$ cat config.mk
export PLATFORM = sky130hd
export DESIGN_NAME = instruction_sequencer
export DESIGN_NICKNAME = d
export VERILOG_FILES = /design/src/rtl/instruction_sequencer.sv
export SDC_FILE = /design/constraint.sdc
export NUM_CORES = 1
export LEC_CHECK = 0
export ABC_AREA = 1
export BUFFER_PORTS_ARGS = -buffer_cell sky130_fd_sc_hd__buf_2
export CAP_MARGIN = 20
export CORE_ASPECT_RATIO = 0.9
export CORE_MARGIN = 4
export CORE_UTILIZATION = 30
export CTS_BUF_LIST = sky130_fd_sc_hd__clkbuf_4
export CTS_CLUSTER_SIZE = 25
export DETAILED_ROUTE_END_ITERATION = 16
export SLEW_MARGIN = 5
export SYNTH_ARGS = -nofsm -noshare
export SYNTH_HDL_FRONTEND = slang
export SYNTH_SLANG_ARGS = --single-unit
$ cat constraint.sdc
create_clock -name clk -period 1.8 [get_ports clk]
set_input_delay 0.18 -clock clk [delete_from_list [all_inputs] [get_ports clk]]
set_output_delay 0.18 -clock clk [all_outputs]
set_load 0.005 [all_outputs]
$ cat src/rtl/instruction_sequencer.sv
// instruction_sequencer: opcode-driven datapath sequencer.
// FSM IDLE/CLEAR/EXEC/WB issues registered Clear/Enable strobes, source
// and ALU selects, and counts retired instructions.
// Optional feature macro: ILLEGAL_TRAP_EN -- an accepted illegal opcode
// locks the sequencer (Busy=1, InstrReady=0, Illegal=1) until reset.
module instruction_sequencer #(
  parameter int unsigned OPW        = 4,
  parameter int unsigned SELW       = 3,
  parameter int unsigned CLR_CYCLES = 2,
  parameter int unsigned CNTW       = 16
) (
  input  logic            clk,
  input  logic            reset,
  input  logic [OPW-1:0]  instruction,
  input  logic            InstrValid,
  output logic            InstrReady,
  output logic            Clear,
  output logic            EnableA,
  output logic            EnableB,
  output logic            EnableOut,
  output logic            BSel,
  output logic [SELW-1:0] AluSel,
  output logic            Busy,
  output logic            Illegal,
  output logic [CNTW-1:0] RetireCount
);

  if (2**OPW < 4 + 2**SELW) begin : g_bad_opw
    $error("instruction_sequencer: opcode space too small for ALU select range");
  end
  if (CLR_CYCLES < 1 || CLR_CYCLES > 15) begin : g_bad_clr
    $error("instruction_sequencer: CLR_CYCLES must be 1..15");
  end

  localparam int unsigned ALU_LAST = 4 + 2**SELW - 1;
  localparam logic [3:0]  CNT_LAST = 4'(CLR_CYCLES - 1);

  typedef enum logic [1:0] {IDLE, CLEAR, EXEC, WB} state_t;
  typedef enum logic [1:0] {K_LDA, K_LDB, K_ALU, K_ILL} kind_t;

  state_t          state, state_d;
  kind_t           kind, kind_d;
  logic [3:0]      clr_cnt, cnt_d;
  logic [SELW-1:0] sel_q, sel_d;
  logic            bsel_q, bsel_d;
  logic            final_cycle, accept, retire;
  logic            is_clr, is_lda, is_ldb, is_alu;
  logic [31:0]     op_u;

  // Opcode decode of the presented instruction
  always_comb begin
    op_u   = 32'(instruction);
    is_clr = (op_u == 32'd0);
    is_lda = (op_u == 32'd1);
    is_ldb = (op_u == 32'd2) || (op_u == 32'd3);
    is_alu = (op_u >= 32'd4) && (op_u <= ALU_LAST);
  end

  // Next-state, handshake and retire decisions
  always_comb begin
    final_cycle = 1'b0;
    case (state)
      CLEAR:   final_cycle = (clr_cnt == CNT_LAST);
      EXEC: begin
        final_cycle = (kind != K_ALU);
`ifdef ILLEGAL_TRAP_EN
        if (kind == K_ILL) final_cycle = 1'b0;
`endif
      end
      WB:      final_cycle = 1'b1;
      default: final_cycle = 1'b0;
    endcase
    InstrReady = (state == IDLE) || final_cycle;
    accept     = InstrValid && InstrReady;
    // An illegal opcode completes without counting as retired
    retire     = final_cycle && !(state == EXEC && kind == K_ILL);

    state_d = state;
    kind_d  = kind;
    cnt_d   = clr_cnt;
    sel_d   = sel_q;
    bsel_d  = bsel_q;
    if (accept) begin
      sel_d  = '0;
      bsel_d = 1'b0;
      cnt_d  = '0;
      if (is_clr) begin
        state_d = CLEAR;
        kind_d  = K_LDA;
      end else if (is_lda) begin
        state_d = EXEC;
        kind_d  = K_LDA;
      end else if (is_ldb) begin
        state_d = EXEC;
        kind_d  = K_LDB;
        bsel_d  = instruction[0];
      end else if (is_alu) begin
        state_d = EXEC;
        kind_d  = K_ALU;
        sel_d   = SELW'(op_u - 32'd4);
      end else begin
        state_d = EXEC;
        kind_d  = K_ILL;
      end
    end else if (final_cycle) begin
      state_d = IDLE;
      sel_d   = '0;
      bsel_d  = 1'b0;
    end else begin
      case (state)
        CLEAR:   cnt_d = clr_cnt + 4'd1;
        EXEC:    if (kind == K_ALU) state_d = WB;
        default: state_d = state;
      endcase
    end
  end

  // State, select and counter registers; strobes registered from next state
  always_ff @(posedge clk) begin
    if (reset) begin
      state       <= IDLE;
      kind        <= K_LDA;
      clr_cnt     <= '0;
      sel_q       <= '0;
      bsel_q      <= 1'b0;
      Clear       <= 1'b0;
      EnableA     <= 1'b0;
      EnableB     <= 1'b0;
      EnableOut   <= 1'b0;
      BSel        <= 1'b0;
      AluSel      <= '0;
      Busy        <= 1'b0;
      RetireCount <= '0;
    end else begin
      state       <= state_d;
      kind        <= kind_d;
      clr_cnt     <= cnt_d;
      sel_q       <= sel_d;
      bsel_q      <= bsel_d;
      Clear       <= (state_d == CLEAR);
      EnableA     <= (state_d == CLEAR) || (state_d == EXEC && kind_d == K_LDA);
      EnableB     <= (state_d == CLEAR) || (state_d == EXEC && kind_d == K_LDB);
      EnableOut   <= (state_d == CLEAR) || (state_d == WB);
      BSel        <= (state_d == EXEC) && (kind_d == K_LDB) && bsel_d;
      AluSel      <= ((state_d == EXEC || state_d == WB) && kind_d == K_ALU) ? sel_d : '0;
      Busy        <= (state_d != IDLE);
      if (retire) RetireCount <= RetireCount + CNTW'(1);
    end
  end

`ifdef ILLEGAL_TRAP_EN
  // Sticky illegal flag: set by an accepted illegal opcode, cleared by CLR
  always_ff @(posedge clk) begin
    if (reset) begin
      Illegal <= 1'b0;
    end else if (accept) begin
      if (is_clr) Illegal <= 1'b0;
      else if (!(is_lda || is_ldb || is_alu)) Illegal <= 1'b1;
    end
  end
`else
  assign Illegal = 1'b0;
`endif

endmodule

==> impl_metrics.json <==
{
  "drt_wl_total_um": 3970,
  "finalSetupTns_ns": 0,
  "synth_area_mm2": 0.00183,
  "place.gp.congestion": 0.820,
  "arrival_ns": 1.42,
  "synth_fp_nets": 267,
  "hp-class": "input pin to flop",
  "cts.sinks": 35,
  "cts_inserted_buffers": 5,
  "layout_common_cells": "52 x nand2_1, 35 x dfxtp_1, 34 x inv_1",
  "maxCapViolCount": 0,
  "hpwlAfterDp_um": 3060,
  "fmax_mhz": 625,
  "fillers": 643,
  "cts_resized": 0,
  "synth_seq_cells": 35,
  "grt_pass1_wl_um": 6940,
  "die_h_um": 82.0,
  "die_x_um": 90.2,
  "grt-ovfl-total": 0,
  "startpoint_type": "flop",
  "dieArea_mm2": 0.00740,
  "io-pin-count": 34,
  "clkTransAtPathRegs_ns": 0.09,
  "worstPathRequired_ns": 1.62,
  "outcome": "finished, final reports clean",
  "antenna_cells": 0,
  "grt_max_degree": 18,
  "placed_area_mm2": 0.00206,
  "fin_skew_ns": 0.00830,
  "drtIter0Drc": 114,
  "cts_max_path_buffers": 2,
  "final_layout_size_suffix_gt1_share_pct": 22.0,
  "seq_area_frac_synth_pct": 38.4,
  "syn-instance-count": 255,
  "synth_area_leaders": "dfxtp_1 38%, nand2_1 11%, inv_1 7.0%",
  "cp_max_fo": 9,
  "dr_total_vias": 1610,
  "routed_via_density": 4.46,
  "grt_antenna_before_repair": 0,
  "period_minus_slack_ns": 1.60,
  "fin_nets": 302,
  "cts_setup_buffers": 0,
  "ir_drop_mv": 0.330,
  "wire_per_inst_um": 11.0,
  "drc": 0,
  "worstSkewPairLatency_ns": 0.33,
  "area_growth_pct": 15.8,
  "cts_tree": "done",
  "yosysWarnings": 0,
  "core_area_mm2": 0.00579,
  "drv_slew": 0,
  "start_util_pct": 31.5,
  "grt_pass1_vias": 1477,
  "antenna_left": 0,
  "cts_max_level": 2,
  "setup_violations": 0,
  "cts_hold_buffers": 0,
  "layout.cells.most_common": "nand2_1",
  "crit_path_end_kind": "output pin",
  "yosysTopAreaCell": "dfxtp_1",
  "track_usage_pct": 11.6,
  "port_buffers": 32,
  "leakage_uw": 0.000919,
  "rsz0062_at_grt": "false",
  "synth.avg_cell_area_um2": 7.16,
  "cts_root_buf": "clkbuf_4",
  "power.density_mw_per_mm2": 744,
  "yosys.cell_types.count": 28,
  "path_class": "flop to output pin",
  "hold_violations": 0,
  "timing.final.crit_share_pct": 88.9,
  "final_area_mm2": 0.00211,
  "drt_first_pass_iters": 4,
  "synth_top_area_share_pct": 38.4,
  "rows": 26
}
where the power goes:
group / internal [uW] / total, uW / switching [uW]
clock network: 182 / 429 / 247
logic: 104 / 301 / 197
registers: 813 / 842 / 28.9
total: 1100 / 1570 / 473
synth_stat cells, drive strengths merged:
| cell type | n |
|---|---|
| xor2 | 7 |
| inv | 40 |
| ha | 5 |
| a21oi | 14 |
| o21ai | 11 |
| nor2 | 33 |
| or2 | 1 |
| dfxtp | 35 |
| nor3 | 11 |
| nand3 | 22 |
| xnor2 | 4 |
| nand4 | 4 |
| nand2 | 60 |
| conb | 1 |
| nand3b | 2 |
| clkbuf | 1 |
| buf | 4 |
through the flow:
step	std cells	power (uW)	setup slack, ns	utilization [%]	hold WS, ns
3_5_place_dp	353	1160	0.266	35.5	0.472
2_1_floorplan	255	1080	0.429	-	0.377
6_report	361	1570	0.200	36.5	0.155
3_3_place_gp	353	1160	0.311	35.5	0.484
5_1_grt	361	1680	0.0708	36.5	0.167
4_1_cts	361	1610	0.167	36.5	0.134
kinds of logic after synthesis:
kind of cell / count (synthesis) / synth area share, %
AO/OA/AOI/OAI: 25 / 6.85
adder cells (fa/ha/maj): 5 / 3.43
AND/OR/NAND/NOR: 133 / 36.3
flip-flops: 35 / 38.4
other: 1 / 0.205
XOR/XNOR: 11 / 5.28
buffers and inverters: 45 / 9.60
routing by layer:
metal,global-route usage [%],wire length (um),up-vias,part of all wire [%]
li1,-,-,866,-
met1,16.3,2090,712,53
met2,16.4,1630,28,41
met3,3.66,206,4,5.2
met4,4.59,35,0,0.88
met5,0,0,-,0
final timing paths:
path,start,end,slack (ns),cells past startpoint
worst max register to register,clr_cnt[0]$_SDFFE_PP0P_,RetireCount[10]$_SDFFE_PP0P_,0.25,8
worst min-delay path,instruction[1],BSel$_SDFF_PP0_,0.15,5
worst min register to register,RetireCount[14]$_SDFFE_PP0P_,RetireCount[14]$_SDFFE_PP0P_,0.49,2
worst max-delay path,clr_cnt[1]$_SDFFE_PP0P_,InstrReady,0.20,5
flip-flops by register name (all words and copies together) (netlist names):
| register | flops |
|---|---|
| kind | 2 |
| Clear | 1 |
| sel_q | 3 |
| clr_cnt | 4 |
| EnableB | 1 |
| Busy | 1 |
| state | 2 |
| AluSel | 3 |
| BSel | 1 |
| RetireCount | 16 |
| EnableA | 1 |
worst max-delay path, stage by stage, from the launching register on:
cell     delay (ns)
dfxtp_1        0.38
inv_1          0.06
ha_1           0.20
nand3_4        0.13
nand3_4        0.15
buf_2          0.17
final cells by class:
cell class / instances / area [um2] / share of cell area (%)
Inverter: 40 / 150 / 7.10
Clock inverter: 1 / 5.00 / 0.237
Timing Repair Buffer: 33 / 168 / 7.93
Sequential cell: 35 / 701 / 33.2
Clock buffer: 7 / 52.6 / 2.49
Tap cell: 70 / 87.6 / 4.14
Multi-Input combinational cell: 175 / 950 / 44.9
Note: power is estimated with default switching activity, not from simulation.
